$ cat src/rtl/sha3_block_padder.sv
// SHA-3 absorb front end: packs 32-bit message words into rate-sized blocks,
// applies pad10*1 (0x06 ... 0x80) and hands each block to the permutation core.
module sha3_block_padder (
   input  logic          clk,
   input  logic          reset,
   input  logic [1:0]    out_size,
   input  logic [31:0]   in_data,
   input  logic          in_valid,
   output logic          in_ready,
   input  logic          in_last,
   input  logic [2:0]    in_nbytes,
   output logic [1151:0] block_out,
   output logic          block_valid,
   input  logic          block_ack,
   output logic          msg_done
);

   typedef enum logic [1:0] {S_FILL, S_PAD, S_WAIT} state_t;

   state_t          state_q, state_d;
   logic [1151:0]   blk_q, blk_d;
   logic [5:0]      wcnt_q, wcnt_d;
   logic [5:0]      rate_q, rate_d;
   logic            need06_q, need06_d;
   logic            final_q, final_d;
   logic            active_q, active_d;
   logic            done_q, done_d;

   logic [5:0]      rate_eff;
   logic [5:0]      wcnt_inc;
   logic            blk_full;
   logic [31:0]     last_word;

   function automatic logic [5:0] rate_lut(input logic [1:0] sel);
      case (sel)
         2'd0:    rate_lut = 6'd18;
         2'd1:    rate_lut = 6'd26;
         2'd2:    rate_lut = 6'd34;
         2'd3:    rate_lut = 6'd36;
         default: rate_lut = 6'd36;
      endcase
   endfunction

   // The rate is taken live from out_size only for the first word of a message.
   assign rate_eff = active_q ? rate_q : rate_lut(out_size);
   assign wcnt_inc = wcnt_q + 6'd1;
   assign blk_full = (wcnt_inc == rate_eff);

   always_comb begin
      last_word = '0;
      for (int i = 0; i < 4; i++) begin
         if (3'(i) < in_nbytes)
            last_word[31-8*i -: 8] = in_data[31-8*i -: 8];
         else if (3'(i) == in_nbytes)
            last_word[31-8*i -: 8] = 8'h06;
      end
   end

   always_ff @(posedge clk) begin
      if (reset) begin
         state_q  <= S_FILL;
         blk_q    <= '0;
         wcnt_q   <= '0;
         rate_q   <= '0;
         need06_q <= 1'b0;
         final_q  <= 1'b0;
         active_q <= 1'b0;
         done_q   <= 1'b0;
      end else begin
         state_q  <= state_d;
         blk_q    <= blk_d;
         wcnt_q   <= wcnt_d;
         rate_q   <= rate_d;
         need06_q <= need06_d;
         final_q  <= final_d;
         active_q <= active_d;
         done_q   <= done_d;
      end
   end

   always_comb begin
      state_d  = state_q;
      blk_d    = blk_q;
      wcnt_d   = wcnt_q;
      rate_d   = rate_q;
      need06_d = need06_q;
      final_d  = final_q;
      active_d = active_q;
      done_d   = 1'b0;
      case (state_q)
         S_FILL: begin
            if (in_valid) begin
               if (!active_q) begin
                  rate_d   = rate_lut(out_size);
                  active_d = 1'b1;
               end
               wcnt_d = wcnt_inc;
               if (!in_last) begin
                  blk_d = {blk_q[1119:0], in_data};
                  if (blk_full) begin
                     state_d = S_WAIT;
                     final_d = 1'b0;
                  end
               end else if (in_nbytes[2]) begin
                  // Full last word: the 0x06 byte goes into a later generated word.
                  blk_d    = {blk_q[1119:0], in_data};
                  need06_d = 1'b1;
                  final_d  = 1'b0;
                  state_d  = blk_full ? S_WAIT : S_PAD;
               end else begin
                  blk_d   = {blk_q[1119:0], last_word | (blk_full ? 32'h0000_0080 : 32'h0)};
                  final_d = blk_full;
                  state_d = blk_full ? S_WAIT : S_PAD;
               end
            end
         end
         S_PAD: begin
            blk_d    = {blk_q[1119:0], (need06_q ? 32'h0600_0000 : 32'h0)
                                       | (blk_full ? 32'h0000_0080 : 32'h0)};
            need06_d = 1'b0;
            wcnt_d   = wcnt_inc;
            final_d  = blk_full;
            if (blk_full)
               state_d = S_WAIT;
         end
         S_WAIT: begin
            if (block_ack) begin
               blk_d   = '0;
               wcnt_d  = '0;
               state_d = need06_q ? S_PAD : S_FILL;
               if (final_q) begin
                  done_d   = 1'b1;
                  final_d  = 1'b0;
                  active_d = 1'b0;
                  need06_d = 1'b0;
               end
            end
         end
         default: state_d = S_FILL;
      endcase
   end

   always_comb begin
      in_ready    = (state_q == S_FILL) & ~reset;
      block_valid = (state_q == S_WAIT);
      block_out   = blk_q;
      msg_done    = done_q;
   end

endmodule
$ cat config.mk
export PLATFORM = sky130hd
export DESIGN_NAME = sha3_block_padder
export DESIGN_NICKNAME = d
export VERILOG_FILES = /design/src/rtl/sha3_block_padder.sv
export SDC_FILE = /design/constraint.sdc
export NUM_CORES = 2
export LEC_CHECK = 0
export CORE_AREA = 2 2 467 469
export DETAILED_ROUTE_END_ITERATION = 8
export DIE_AREA = 0 0 469 471
export DONT_BUFFER_PORTS = 1
export MAX_ROUTING_LAYER = met4
export PLACE_DENSITY = 0.42
export SKIP_LAST_GASP = 1
export SYNTH_ARGS = -nofsm -noshare
export SYNTH_HDL_FRONTEND = slang
export SYNTH_SLANG_ARGS = --single-unit
export TNS_END_PERCENT = 10
$ cat constraint.sdc
create_clock -name clk -period 5.36 [get_ports clk]
set_clock_uncertainty 0.1 [all_clocks]
set_input_delay 0.536 -clock clk [delete_from_list [all_inputs] [get_ports clk]]
set_output_delay 0.536 -clock clk [all_outputs]
set_load 0.02 [all_outputs]
==> load_flow_metrics.sql <==
INSERT INTO impl_metrics (metric_group, metric, value, unit) VALUES
('critical_path', 'critPathBufInv', '5', ''),
('logic_synthesis', 'ys_seq_elements', '1170', ''),
('route', 'drt_first_pass_iters', '5', ''),
('logic_synthesis', 'dominantRegCellSynth', 'sky130_fd_sc_hd__dfxtp_1', ''),
('logic_synthesis', 'synth_cell_type_count', '46', ''),
('finish', 'layout.cell_area.non_filler', '52700', 'sq um'),
('cts', 'cts_bufs_inserted', '139', ''),
('place', 'detailed_place.area', '44600', 'sq um'),
('logic_synthesis', 'synth_nets', '5295', ''),
('cts', 'htreeDepth', '4', ''),
('sta', 'fin_hold_viols', '0', ''),
('sta', 'final_period_minus_worst_setup_slack', '4.61', 'ns'),
('logic_synthesis', 'sequential_element_share_of_the_synthesized_area', '55.4', '%'),
('sta', 'max_slew_vio_count', '63', ''),
('sta', 'max_slew.worst_pin.slew', '1.52', 'ns'),
('power', 'worst_ir_drop_vdd', '0.320', 'mV'),
('flow_run', 'max_cap_viol_count', '0', ''),
('power', 'pwr_density_cell', '378', 'nW/um^2'),
('power', 'power.leakage', '16.9', 'nW'),
('finish', 'layout_commonest_cell', 'sky130_fd_sc_hd__dfxtp_1', ''),
('floorplan', 'dieWidth', '469', 'microns'),
('route', 'routed-via-count', '39200', ''),
('global_routing', 'grt_pass1_wl', '289000', 'microns'),
('finish', 'layout_common_cells', '1170 x sky130_fd_sc_hd__dfxtp_1, 1156 x sky130_fd_sc_hd__a21oi_1, 1148 x sky130_fd_sc_hd__nand2_1, 1136 x sky130_fd_sc_hd__nand3_1, 351 x sky130_fd_sc_hd__dlygate4sd3_1', ''),
('global_routing', 'grt_antenna_before_repair', '19', ''),
('finish', 'drive_above_1_share', '5.63', '%'),
('sta', 'min_period_over_period', '86.0', '%'),
('cts', 'clock_tree_from_tritoncts', 'done', ''),
('cts', 'post_cts.repair.setup_buffers', '0', ''),
('finish', 'layout-area-overhead-vs-synth', '24.8', '%'),
('status', 'violations', 'slew limit', ''),
('critical_path', 'worstPathRequired', '5.99', 'ns'),
('route', 'dr.first_iter.drc_count', '3749', ''),
('logic_synthesis', 'syn-mean-instance-area', '8.05', 'sq um'),
('floorplan', 'floorplan.initialDensity', '19.6', '%'),
('critical_path', 'cp_slowest_cell', 'sky130_fd_sc_hd__nor3_2', ''),
('logic_synthesis', 'synth-async-reset-ratio', '0', '%'),
('route', 'drt-total-wl', '210000', 'microns'),
('route', 'ant_nets', '0', ''),
('sta', 'fmax', '217', 'MHz'),
('finish', 'fillCellCount', '23700', ''),
('place', 'place_worst_setup_slack', '1.78', 'ns'),
('sta', 'tns', '0', 'ns'),
('critical_path', 'timing.critical_path.from_type', 'flop', ''),
('place', 'gpl.final_weighted_congestion', '0.925', ''),
('critical_path', 'cp.arrival', '5.24', 'ns'),
('route', 'drc', '0', ''),
('place', 'cells_after_dpl', '7676', ''),
('global_routing', 'global_route.overflow_total', '0', ''),
('cts', 'cts_root_buf', 'sky130_fd_sc_hd__clkbuf_16', ''),
('sta', 'setup_viol', '0', ''),
('floorplan', 'placement_rows', '171', ''),
('critical_path', 'critical-path-top-cell-by-count', 'sky130_fd_sc_hd__dlygate4sd3_1', ''),
('finish', 'multiInputGateArea', '16600', 'sq um'),
('sta', 'hold_ws', '0.111', 'ns'),
('cts', 'cts.clk_slew.worst_paths', '0.06', 'ns'),
('finish', 'final_cells', '8289', ''),
('critical_path', 'worst-path-max-fanout', '63', ''),
('critical_path', 'worst_path_dominant_cell_family', 'buffers and inverters', ''),
('floorplan', 'die_h', '471', 'microns'),
('route', 'avgRoutedWirePerCell', '25.3', 'microns'),
('cts', 'max-clock-path-buffers', '3', ''),
('floorplan', 'ioPinCount', '1197', ''),
('logic_synthesis', 'synth_enable_flop_cells', '0', ''),
('logic_synthesis', 'synthesis.yosys.warnings', '0', ''),
('global_routing', 'pin_count_of_the_biggest_net_entering_global_routing', '820', ''),
('logic_synthesis', 'synthesis.area', '42300', 'sq um'),
('sta', 'finalWorstSetupSlack', '0.750', 'ns'),
('critical_path', 'worst_setup_path_end_kind', 'flop', ''),
('min_path', 'hold_class', 'input port to flop', ''),
('status', 'status', 'finished, violations left', '');
==> kinds of logic after synthesis <==
group	after synthesis	synth area share (%)
flops	1170	55.4
fa+ha+maj	5	0.148
xor+xnor	6	0.157
buf+inv	521	5.35
compound gates	1196	14.4
simple gates	2348	24.5
mux	2	0.0474
==> sequential cells by signal (all words and copies together), names as in the netlist <==
name and cells:
active_q 1, block_out 1152, final_q 1, msg_done 1
need06_q 1, rate_q 6, state_q 2, wcnt_q 6
==> Yosys cell counts (2+ instances only) <==
cell / count / area, sq um
sky130_fd_sc_hd__buf_2: 155 / 776
sky130_fd_sc_hd__nor4b_1: 2 / 17.5
sky130_fd_sc_hd__buf_1: 36 / 135
sky130_fd_sc_hd__mux2i_1: 2 / 20.0
sky130_fd_sc_hd__nor3_2: 2 / 20.0
sky130_fd_sc_hd__and3_1: 3 / 18.8
sky130_fd_sc_hd__a22oi_1: 14 / 105
sky130_fd_sc_hd__nand2_1: 1148 / 4310
sky130_fd_sc_hd__buf_4: 28 / 210
sky130_fd_sc_hd__a221oi_1: 2 / 17.5
sky130_fd_sc_hd__nor3b_1: 2 / 15.0
sky130_fd_sc_hd__inv_1: 5 / 18.8
sky130_fd_sc_hd__or4_1: 2 / 15.0
sky130_fd_sc_hd__o21ai_0: 10 / 50.1
sky130_fd_sc_hd__dfxtp_1: 1170 / 23400
sky130_fd_sc_hd__a211oi_1: 4 / 30.0
sky130_fd_sc_hd__clkbuf_1: 294 / 1100
sky130_fd_sc_hd__xor2_1: 3 / 26.3
sky130_fd_sc_hd__nand3_1: 1136 / 5690
sky130_fd_sc_hd__ha_1: 5 / 62.6
sky130_fd_sc_hd__nand2b_1: 6 / 37.5
sky130_fd_sc_hd__a21oi_1: 1156 / 5790
sky130_fd_sc_hd__o211ai_1: 3 / 22.5
sky130_fd_sc_hd__nand3b_1: 3 / 22.5
sky130_fd_sc_hd__inv_2: 2 / 7.51
sky130_fd_sc_hd__xnor2_1: 2 / 17.5
sky130_fd_sc_hd__nor2_1: 30 / 113
sky130_fd_sc_hd__nor3_1: 5 / 25.0
==> worst paths after layout <==
path / from / endpoint / slack, ns / cells after the start
setup / recovery: state_q[0]$_SDFFE_PP0P_ / block_out[1]$_SDFFE_PP0P_ / 0.75 / 11
hold / removal: reset / block_out[123]$_SDFFE_PP0P_ / 0.11 / 2
setup reg to reg: state_q[0]$_SDFFE_PP0P_ / block_out[1]$_SDFFE_PP0P_ / 0.75 / 11
hold reg to reg: state_q[1]$_SDFFE_PP0P_ / state_q[1]$_SDFFE_PP0P_ / 0.45 / 2
==> through the flow <==
stage / power [mW] / utilization, %
finish: 19.9 / 24.4
global route: 20.6 / 24.4
CTS: 20.1 / 24.3
detailed placement: 10.5 / 20.6
global placement: 10.5 / 20.6
floorplan: 10.2 / -
==> what timing repair did <==
item	4_1_cts	5_1_grt
endpoints found under the setup margin	0	0
hold buffers	352	3
gates resized for setup	0	0
hold endpoints to repair	598	37
==> metal layers <==
metal,global-route usage [%],routed length [microns]
met2,29.6,101000
met1,20.6,80500
met5,-,0
met3,7.44,22200
met4,6.00,6430
==> final cells by class <==
| type | instances | area share (%) |
|---|---|---|
| antenna | 13 | 0.0617 |
| clock inverter | 40 | 0.947 |
| timing repair buffer | 446 | 8.83 |
| inverter | 7 | 0.0498 |
| sequential | 1170 | 44.4 |
| tap | 2854 | 6.77 |
| multi-input combinational | 3557 | 31.5 |
| clock buffer | 202 | 7.47 |
==> power by group <==
| group | switching [mW] | internal [mW] |
|---|---|---|
| combinational | 1.36 | 0.319 |
| clock | 4.07 | 5.30 |
| sequential | 0.146 | 8.75 |
| total | 5.58 | 14.4 |
Power figures use the tool's default switching activity.
